### src/rtl/watch_pkg.sv
`default_nettype none
// ============================================================================
// Module      : watch_pkg
// Description : Shared state codes, field codes, button-select type and
//               default timing for the watch edit controller.
//               Optional macro: WATCH_EDIT_SECONDS_EN (adds seconds field).
// Revision    : 1.0 - initial release
// ============================================================================
package watch_pkg;

    localparam logic [2:0] c_ST_RUN    = 3'd0;
    localparam logic [2:0] c_ST_IDLE   = 3'd1;
    localparam logic [2:0] c_ST_PRESS  = 3'd2;
    localparam logic [2:0] c_ST_HOLD   = 3'd3;
    localparam logic [2:0] c_ST_REPEAT = 3'd4;

    localparam logic [1:0] FIELD_MIN = 2'd0;
    localparam logic [1:0] FIELD_HR  = 2'd1;
    localparam logic [1:0] FIELD_SEC = 2'd2;

    localparam int c_DEF_DEBOUNCE_CYCLES = 1_000_000;
    localparam int c_DEF_HOLD_CYCLES     = 50_000_000;
    localparam int c_DEF_REPEAT_CYCLES   = 25_000_000;
    localparam int c_DEF_CNT_W           = 32;

    typedef enum logic [1:0] {
        BTN_NONE  = 2'd0,
        BTN_SHIFT = 2'd1,
        BTN_INC   = 2'd2,
        BTN_DEC   = 2'd3
    } btn_sel_e;

    function automatic logic [1:0] next_field(input logic [1:0] cur);
        logic [1:0] nxt;
`ifdef WATCH_EDIT_SECONDS_EN
        case (cur)
            FIELD_HR:  nxt = FIELD_MIN;
            FIELD_MIN: nxt = FIELD_SEC;
            default:   nxt = FIELD_HR;
        endcase
`else
        nxt = (cur == FIELD_HR) ? FIELD_MIN : FIELD_HR;
`endif
        return nxt;
    endfunction

endpackage
`default_nettype wire

### src/rtl/btn_debounce.sv
`default_nettype none
// ============================================================================
// Module      : btn_debounce
// Description : 2-FF synchronizer followed by a stability counter; the output
//               level flips only after DEBOUNCE_CYCLES consecutive differing
//               samples.
// Revision    : 1.0 - initial release
// ============================================================================
module btn_debounce
    import watch_pkg::*;
#(
    parameter int DEBOUNCE_CYCLES = c_DEF_DEBOUNCE_CYCLES
) (
    input  logic clk,
    input  logic reset,
    input  logic i_raw,
    output logic o_level
);

    localparam int c_CNT_W = (DEBOUNCE_CYCLES > 1) ? $clog2(DEBOUNCE_CYCLES) : 1;
    localparam logic [c_CNT_W-1:0] c_CNT_LAST = c_CNT_W'(DEBOUNCE_CYCLES - 1);
    localparam logic [c_CNT_W-1:0] c_CNT_ONE  = c_CNT_W'(1);

    logic [1:0]         r_sync;
    logic               r_level;
    logic [c_CNT_W-1:0] r_cnt;
    logic               w_sync;

    assign w_sync  = r_sync[1];
    assign o_level = r_level;

    always_ff @(posedge clk or negedge reset) begin
        if (!reset) begin
            r_sync  <= 2'b00;
            r_level <= 1'b0;
            r_cnt   <= '0;
        end else begin
            r_sync <= {r_sync[0], i_raw};
            if (w_sync != r_level) begin
                if (r_cnt == c_CNT_LAST) begin
                    r_level <= w_sync;
                    r_cnt   <= '0;
                end else begin
                    r_cnt <= r_cnt + c_CNT_ONE;
                end
            end else begin
                // any agreeing sample restarts the stability window
                r_cnt <= '0;
            end
        end
    end

endmodule
`default_nettype wire

### src/rtl/watch_edit_ctrl.sv
`default_nettype none
// ============================================================================
// Module      : watch_edit_ctrl
// Description : Button edit controller for the 24 h clock: debounces the
//               buttons and issues inc/dec/shift commands with auto-repeat.
//               Optional macro: WATCH_EDIT_SECONDS_EN (seconds field editable,
//               no seconds clear on edit exit).
// Revision    : 1.0 - initial release
// ============================================================================
module watch_edit_ctrl
    import watch_pkg::*;
#(
    parameter int DEBOUNCE_CYCLES = c_DEF_DEBOUNCE_CYCLES,
    parameter int HOLD_CYCLES     = c_DEF_HOLD_CYCLES,
    parameter int REPEAT_CYCLES   = c_DEF_REPEAT_CYCLES,
    parameter int CNT_W           = c_DEF_CNT_W
) (
    input  logic       clk,
    input  logic       reset,
    input  logic       btn_edit,
    input  logic       btn_shift,
    input  logic       btn_inc,
    input  logic       btn_dec,
    output logic       edit_mode,
    output logic [1:0] field_sel,
    output logic       inc_pulse,
    output logic       dec_pulse,
    output logic       shift_conf,
    output logic       clr_sec
);

    localparam logic [CNT_W-1:0] c_HOLD_LAST = CNT_W'(HOLD_CYCLES - 1);
    localparam logic [CNT_W-1:0] c_REP_LAST  = CNT_W'(REPEAT_CYCLES - 1);
    localparam logic [CNT_W-1:0] c_CNT_ONE   = CNT_W'(1);

    logic [3:0]       w_raw;
    logic [3:0]       w_db;
    logic             w_edit;
    logic             w_shift;
    logic             w_inc;
    logic             w_dec;

    logic [2:0]       r_state;
    btn_sel_e         r_sel;
    logic [CNT_W-1:0] r_cnt;
    logic [1:0]       r_field;

    logic             w_held;
    btn_sel_e         w_pick;
    logic             w_exit;
    logic             w_hold_fire;
    logic             w_rep_fire;
    logic             w_cmd;

    assign w_raw = {btn_dec, btn_inc, btn_shift, btn_edit};

    generate
        for (genvar gi = 0; gi < 4; gi++) begin : g_db
            btn_debounce #(
                .DEBOUNCE_CYCLES(DEBOUNCE_CYCLES)
            ) u_db (
                .clk    (clk),
                .reset  (reset),
                .i_raw  (w_raw[gi]),
                .o_level(w_db[gi])
            );
        end
    endgenerate

    assign w_edit  = w_db[0];
    assign w_shift = w_db[1];
    assign w_inc   = w_db[2];
    assign w_dec   = w_db[3];

    always_comb begin
        w_held = 1'b0;
        case (r_sel)
            BTN_SHIFT: w_held = w_shift;
            BTN_INC:   w_held = w_inc;
            BTN_DEC:   w_held = w_dec;
            default:   w_held = 1'b0;
        endcase
    end

    // inc and dec together without shift are ambiguous and are ignored
    always_comb begin
        w_pick = BTN_NONE;
        if (w_shift) begin
            w_pick = BTN_SHIFT;
        end else if (w_inc && !w_dec) begin
            w_pick = BTN_INC;
        end else if (w_dec && !w_inc) begin
            w_pick = BTN_DEC;
        end
    end

    assign w_exit      = (r_state != c_ST_RUN) && !w_edit;
    assign w_hold_fire = (r_state == c_ST_HOLD) && w_held &&
                         (r_sel != BTN_SHIFT) && (r_cnt == c_HOLD_LAST);
    assign w_rep_fire  = (r_state == c_ST_REPEAT) && w_held && (r_cnt == c_REP_LAST);
    assign w_cmd       = w_edit && ((r_state == c_ST_PRESS) || w_hold_fire || w_rep_fire);

    always_ff @(posedge clk or negedge reset) begin
        if (!reset) begin
            r_state <= c_ST_RUN;
            r_sel   <= BTN_NONE;
            r_cnt   <= '0;
            r_field <= FIELD_HR;
        end else if (w_exit) begin
            // leaving edit cancels any press in flight; field is kept
            r_state <= c_ST_RUN;
            r_sel   <= BTN_NONE;
            r_cnt   <= '0;
        end else begin
            case (r_state)
                c_ST_RUN: begin
                    r_cnt <= '0;
                    if (w_edit) begin
                        r_state <= c_ST_IDLE;
                    end
                end
                c_ST_IDLE: begin
                    r_cnt <= '0;
                    if (w_pick != BTN_NONE) begin
                        r_sel   <= w_pick;
                        r_state <= c_ST_PRESS;
                    end
                end
                c_ST_PRESS: begin
                    if (r_sel == BTN_SHIFT) begin
                        r_field <= next_field(r_field);
                    end
                    r_cnt   <= '0;
                    r_state <= c_ST_HOLD;
                end
                c_ST_HOLD: begin
                    if (!w_held) begin
                        r_state <= c_ST_IDLE;
                        r_sel   <= BTN_NONE;
                        r_cnt   <= '0;
                    end else if (w_hold_fire) begin
                        r_state <= c_ST_REPEAT;
                        r_cnt   <= '0;
                    end else if (r_sel != BTN_SHIFT) begin
                        r_cnt <= r_cnt + c_CNT_ONE;
                    end
                end
                c_ST_REPEAT: begin
                    if (!w_held) begin
                        r_state <= c_ST_IDLE;
                        r_sel   <= BTN_NONE;
                        r_cnt   <= '0;
                    end else if (w_rep_fire) begin
                        r_cnt <= '0;
                    end else begin
                        r_cnt <= r_cnt + c_CNT_ONE;
                    end
                end
                default: begin
                    r_state <= c_ST_RUN;
                    r_sel   <= BTN_NONE;
                    r_cnt   <= '0;
                end
            endcase
        end
    end

    assign edit_mode  = w_edit;
    assign field_sel  = r_field;
    assign inc_pulse  = w_cmd && (r_sel == BTN_INC);
    assign dec_pulse  = w_cmd && (r_sel == BTN_DEC);
    assign shift_conf = w_edit && (r_sel == BTN_SHIFT) &&
                        ((r_state == c_ST_PRESS) || ((r_state == c_ST_HOLD) && w_held));

`ifdef WATCH_EDIT_SECONDS_EN
    assign clr_sec = 1'b0;
`else
    assign clr_sec = w_exit;
`endif

endmodule
`default_nettype wire

### config.mk
export PLATFORM = sky130hd
export DESIGN_NAME = watch_edit_ctrl
export DESIGN_NICKNAME = d
export VERILOG_FILES = /design/src/rtl/watch_pkg.sv /design/src/rtl/btn_debounce.sv /design/src/rtl/watch_edit_ctrl.sv
export SDC_FILE = /design/constraint.sdc
export NUM_CORES = 1
export LEC_CHECK = 0
export CORE_ASPECT_RATIO = 0.7
export CORE_MARGIN = 2
export CORE_UTILIZATION = 60
export CTS_BUF_LIST = sky130_fd_sc_hd__clkbuf_2
export CTS_CLUSTER_SIZE = 28
export DETAILED_ROUTE_END_ITERATION = 10
export PLACE_DENSITY = 0.84
export SYNTH_ARGS = -nofsm -noshare
export SYNTH_HDL_FRONTEND = slang
export SYNTH_HIERARCHICAL = 1
export SYNTH_SLANG_ARGS = --single-unit
### constraint.sdc
create_clock -name clk -period 3 [get_ports clk]
set_input_delay 0.3 -clock clk [delete_from_list [all_inputs] [get_ports clk]]
set_output_delay 0.3 -clock clk [all_outputs]
set_load 0.1 [all_outputs]
After elaboration in Yosys (flattened, before gate mapping)
Index checks and enable logic that the tools add are counted.
{"block": "word_totals", "elab_cells": 110, "in_bits": 6, "out_inout_bits": 7, "register_bits": 131}
{"block": "classes", "n_reduce_logical": 31, "add_sub_neg": 5, "bitwise": 1, "mux": 31, "eq_ne": 26}
{"op": "two-way mux 32 bit", "n": 6}
{"op": "two-way mux 20 bit", "n": 8}
{"op": "adder 20 x 1 -> 20 bit, second input constant", "n": 4}
{"op": "equality test 20 bit, second input constant", "n": 4}
{"op": "case mux 32 bit (2 select lines)", "n": 1}
{"op": "adder 32 x 1 -> 32 bit, second input constant", "n": 1}
{"op": "equality test 32 x 25 -> 1 bit, second input constant", "n": 1}
{"op": "equality test 32 x 26 -> 1 bit, second input constant", "n": 1}
{"op": "two-way mux 3 bit", "n": 6}
{"op": "case mux 3 bit (5 select lines)", "n": 1}
{"op": "logical AND 1 bit", "n": 13}
{"op": "two-way mux 2 bit", "n": 6}
{"op": "inequality test 3 bit, second input constant", "n": 3}
{"op": "AND reduction 2 bit", "n": 4}
{"op": "equality test 3 x 2 -> 1 bit, second input constant", "n": 2}
{"op": "case mux 2 bit (3 select lines)", "n": 1}
{"op": "AND reduction 3 bit", "n": 2}
{"op": "inequality test 5 x 4 -> 1 bit, second input constant", "n": 1}
{"op": "equality test 2 x 1 -> 1 bit, second input constant", "n": 2}
{"op": "equality test 2 bit, second input constant", "n": 2}
{"op": "inequality test 1 bit", "n": 4}
{"op": "inequality test 2 x 1 -> 1 bit, second input constant", "n": 2}
{"op": "inequality test 4 bit, second input constant", "n": 1}
{"op": "AND reduction 4 bit", "n": 1}
{"op": "12 further kinds", "n": 17}

Longest topological paths before layout
{"block": "logic_depth", "depth_word": 9, "mapped_depth": 8}

Modules after synthesis
The synthesis kept the hierarchy.
{"mod": "btn_debounce", "instances": 4, "cells_per_inst": 110, "area_each_um2": 1108.6}
{"mod": "watch_edit_ctrl", "instances": 1, "cells_per_inst": 268, "area_each_um2": 2402.3}

Least setup slack after synthesis
OpenSTA, ideal clock, no wires.
{"block": "synth_path", "path_kind": "register to output", "startpoint": "register g_db[0].u_db.r_level", "endpoint": "output shift_conf", "arrival_time_ps": 5934, "stages_incl_launch_ff": 3, "setup_slack_ps": -3234, "cell_sequence": "dfrtp_1 > inv_1 > a2111oi_0"}
{"block": "synth_via", "elab_chain_len": 2}
{"item": "start, declared", "line": "btn_debounce.sv:25", "source": "logic r_level;"}
{"item": "start signal, assigned", "line": "btn_debounce.sv:41", "source": "r_level <= w_sync;"}
{"item": "logical AND 1 bit (2 in series)", "line": "watch_edit_ctrl.sv:172", "source": "assign shift_conf = w_edit && (r_sel == BTN_SHIFT) &&"}
{"item": "end, declared", "line": "watch_edit_ctrl.sv:28", "source": "output logic shift_conf,"}
No other way between the ends.

Final worst setup path
{"block": "layout_path", "startpoint": "register r_sel[1]", "endpoint": "output dec_pulse"}
{"block": "layout_via", "elab_chain_len": 9}
{"item": "start, declared", "line": "watch_edit_ctrl.sv:44", "source": "btn_sel_e r_sel;"}
{"item": "start signal, assigned", "line": "watch_edit_ctrl.sv:125", "source": "r_sel <= w_pick;"}
{"item": "equality test 2 bit, or another cell as far along", "line": "watch_edit_ctrl.sv:77, watch_edit_ctrl.sv:171"}
{"item": "case mux 1 bit (3 select lines)", "line": "watch_edit_ctrl.sv:77", "source": "case (r_sel)"}
{"item": "logical AND 1 bit (2 in series)", "line": "watch_edit_ctrl.sv:98", "source": "assign w_hold_fire = (r_state == c_ST_HOLD) && w_held &&"}
{"item": "logical AND 1 bit", "line": "watch_edit_ctrl.sv:99", "source": "(r_sel != BTN_SHIFT) && (r_cnt == c_HOLD_LAST);"}
{"item": "logical OR 1 bit (2 in series)", "line": "watch_edit_ctrl.sv:101", "source": "assign w_cmd = w_edit && ((r_state == c_ST_PRESS) || w_hold_fire || w_rep_fire);"}
{"item": "logical AND 1 bit", "line": "watch_edit_ctrl.sv:101"}
{"item": "logical AND 1 bit (*)", "line": "watch_edit_ctrl.sv:171", "source": "assign dec_pulse = w_cmd && (r_sel == BTN_DEC);"}
{"item": "end, declared", "line": "watch_edit_ctrl.sv:27", "source": "output logic dec_pulse,"}
Mark *: on every way between the ends. The rest lies on a longest branch, timed or not.

==> metrics.txt <==
outcome=complete, no violations; HPWL reported at the end of detailed placement=around 10000 um; drc violations=0; Sum Neg Setup Slack=0 ps; Post-layout nets=737; effective utilization at floorplan=0.6187; WP data required=around 2700 ps; largest fanout of any net on the critical path=6; Simple-Gate Fraction of Synth Area=0.2789; net count of the mapped netlist=720; root cell of the clock tree=sky130_fd_sc_hd__clkbuf_2; net load switching power=0.7157 mW; post-synthesis instance area=6837 um2; maximum level of the CTS H-tree=4; vertical die dimension=93.31 um; fraction of layout instances using a drive strength above 1=0.1341; count of final max-slew check failures=0; kind of end point of the critical path=output port; area enclosed by the die boundary=12280 um2; number of buffers created by CTS=17; DRT Wirelength=about 15000 um; clock latency on the worst-skew pair=680 ps; Fmax achieved=between 0.3 and 0.4 GHz; gp weighted congestion=0.9103; part of the Yosys area used for sequential elements=0.4760; count of unique library cells instantiated by Yosys=61; IO Port Bufs=11; DR vias/cell=6.180; core region area=11050 um2; clock network power share=0.368; number of max-capacitance violations reported=0; switching share of total power=0.2396; Die Wd=131.6 um; slew of the pin with the lowest slew margin=739.7 ps; dominant combinational cell family by area after synthesis=simple AND/OR/NAND/NOR gates; relative max-transition margin=0.5069; Placed Area=7038 um2; Final Hold Viols=0; class of the most critical setup path=flip-flop to output port; Syn Inst Count=708; worst ir drop on vdd=roughly 250 uV; CTS sink cnt=130; CTS max path bufs=2; first drt pass iteration count=5; final setup fails=0; count of flip-flops with a built-in enable after synthesis=0; internal power of the cells=between 2 and 2.5 mW; proportion of power drawn by combinational gates=0.033; number of placement rows=32; number of antenna violations at the first check in global routing=0; wire length of the first global-routing pass=roughly 25000 um; clock tree from TritonCTS=built; sort of element at the start of the critical path=flip-flop; ant diodes=0; vias in the first global route=5204; CTS clk-pin slew, worst paths=180 ps; data arrival time of the worst path=2580 ps; xor-xnor portion of the synthesized cell area=0.1115; number of inserted filler cells in the final layout=around 870; global route overflow=0; post-synthesis async set-or-reset flop share=1.000; hold slack=approximately 70 ps; vias=5506; post-synthesis average cell area=9.656 um2; routed wirelength normalized by instance count=16.54 um; ys flop type=sky130_fd_sc_hd__dfrtp_1; total power of the final layout=2.987 mW; iteration-0 DRC count of the detailed router=480; register share of total power=0.599; share of synthesized cell area in full adder, half adder and majority cells=0.01098; global-route usage over all layers=0.2510; Setup Skew=39.40 ps; minimum clock period after layout=2876 ps; Power Density=404.2 nW/um2; signed area change from the synthesized netlist to the final layout=8.089%; Final Cell Area=7390 um2; post-route clock period utilization=0.9586; number of nets still failing antenna checks after routing=0; reported leakage power=roughly 2.8 nW; pin count of the biggest net entering global routing=60; Min-Delay Path Class=primary input to flip-flop; number of warnings printed during yosys synthesis=6; compound-cell area share of the yosys netlist=0.06845; share of synthesized area spent on multiplexers=0.009517; total I/O pin count=13; number of flip-flops and latches in the synthesized netlist=130
-- flip-flops by register name, indices dropped and copies added, names as in the netlist --
| register | cells |
|---|---|
| g_db.u_db/o_level | 4 |
| r_sel | 2 |
| field_sel | 1 |
| g_db.u_db/r_sync | 8 |
| g_db.u_db/r_cnt | 80 |
| r_state | 3 |
| r_cnt | 32 |
-- cell usage in the layout, fill, tap and decap left out, types with 21 or more instances in the layout --
master,instances
sky130_fd_sc_hd__nor3_1,41
sky130_fd_sc_hd__nor2_1,101
sky130_fd_sc_hd__clkbuf_2,21
sky130_fd_sc_hd__inv_1,34
sky130_fd_sc_hd__xnor2_1,68
sky130_fd_sc_hd__nand4_1,26
sky130_fd_sc_hd__dfrtp_1,125
sky130_fd_sc_hd__nor4_1,33
sky130_fd_sc_hd__nand3_1,39
sky130_fd_sc_hd__nand2_1,35
-- worst paths after layout --
path                                        startpoint                      to  slack (ps)  cells past startpoint
worst max-delay path                          r_sel[1]               dec_pulse         120                      6
worst min-delay path                         btn_shift  g_db[1].u_db/r_sync[0]          70                      1
worst max register to register               r_cnt[10]               r_cnt[31]         480                      5
worst min register to register  g_db[1].u_db/r_sync[0]  g_db[1].u_db/r_sync[1]         370                      0
max in group asynchronous                        reset            field_sel[0]        1880                      3
min in group asynchronous                        reset   g_db[2].u_db/r_cnt[2]         220                      2
-- worst max-delay path: stages, from the launching register on --
cell and delay (ps):
sky130_fd_sc_hd__dfrtp_1 490, sky130_fd_sc_hd__mux2i_1 180, sky130_fd_sc_hd__a21o_1 260, sky130_fd_sc_hd__nor4_2 340, sky130_fd_sc_hd__a21oi_2 140, sky130_fd_sc_hd__nor3b_2 250
sky130_fd_sc_hd__buf_6 250
-- layout make-up --
| class | instances | area [um2] | share of cell area |
|---|---|---|---|
| multi-input combinational | 517 | 3341 | 0.4521 |
| sequential | 130 | 3259 | 0.4411 |
| timing repair buffer | 25 | 227.7 | 0.03082 |
| tap | 153 | 191.4 | 0.02591 |
| clock inverter | 11 | 137.6 | 0.01863 |
| inverter | 34 | 127.6 | 0.01727 |
| clock buffer | 21 | 105.1 | 0.01422 |
-- cell families (layout without fill, tap and decap cells) --
group,count (synthesis),count (layout)
adder cells (fa/ha/maj),6,6
multiplexers,6,6
other,1,1
AND/OR/NAND/NOR,356,356
AO/OA/AOI/OAI,61,61
flip-flops,130,130
XOR/XNOR,87,87
buffers and inverters,61,91
-- power by group through the flow --
stage               Combinational [mW]  Clock (mW)  Sequential [mW]
global placement                0.0916           0             1.82
finish                          0.0981        1.10             1.79
global route                     0.114        1.21             1.79
detailed placement              0.0971           0             1.82
CTS                             0.0988        1.12             1.79
floorplan                       0.0491           0             1.82
-- layer usage --
metal  up-vias  global-route usage  part of all wire
li1       2549                   -                 -
met1      2697              0.3399              0.43
met2       237              0.4075              0.48
met3        23             0.05528             0.075
met4         0             0.08152             0.013
met5         -                   0                 0
-- per-stage QoR --
step / util / setup WS (ps) / instances
3_3_place_gp: 0.6369 / 567.6 / 851
5_1_grt: 0.6687 / -14.32 / 891
4_1_cts: 0.6602 / 19.39 / 884
3_5_place_dp: 0.6369 / 505.2 / 851
6_report: 0.6687 / 124.1 / 891
2_1_floorplan: - / -485.1 / 708
-- what timing repair did --
action	in CTS	in global routing
setup buffers	0	4
hold buffers	1	3
endpoints found under the setup margin	1	2
gates resized for setup	2	9
endpoints found under the hold margin	57	3
-- synth_stat cells (all sizes together), types with 2 or more instances --
library cell | n | area share
or3 | 16 | 0.015
or4 | 16 | 0.020
and4b | 2 | 0.0029
mux2i | 2 | 0.0029
nor4b | 2 | 0.0026
or4b | 4 | 0.0059
nor3b | 5 | 0.0055
a21oi | 12 | 0.0088
ha | 6 | 0.011
and4 | 3 | 0.0040
nand3 | 39 | 0.029
and3b | 2 | 0.0027
clkbuf | 15 | 0.0099
a211oi | 9 | 0.012
nand3b | 7 | 0.0077
nor4 | 34 | 0.031
nor3 | 42 | 0.031
and3 | 10 | 0.0095
xor2 | 19 | 0.024
dfrtp | 129 | 0.47
o221a | 4 | 0.0066
or2 | 5 | 0.0046
nand4b | 2 | 0.0026
nand4 | 27 | 0.027
buf | 12 | 0.016
nor2 | 101 | 0.055
mux2 | 4 | 0.0066
xnor2 | 68 | 0.087
inv | 34 | 0.019
nand2 | 35 | 0.019
a31o | 5 | 0.0064
o21ai | 20 | 0.021
nand2b | 2 | 0.0018
Power figures use the tool's default switching activity.
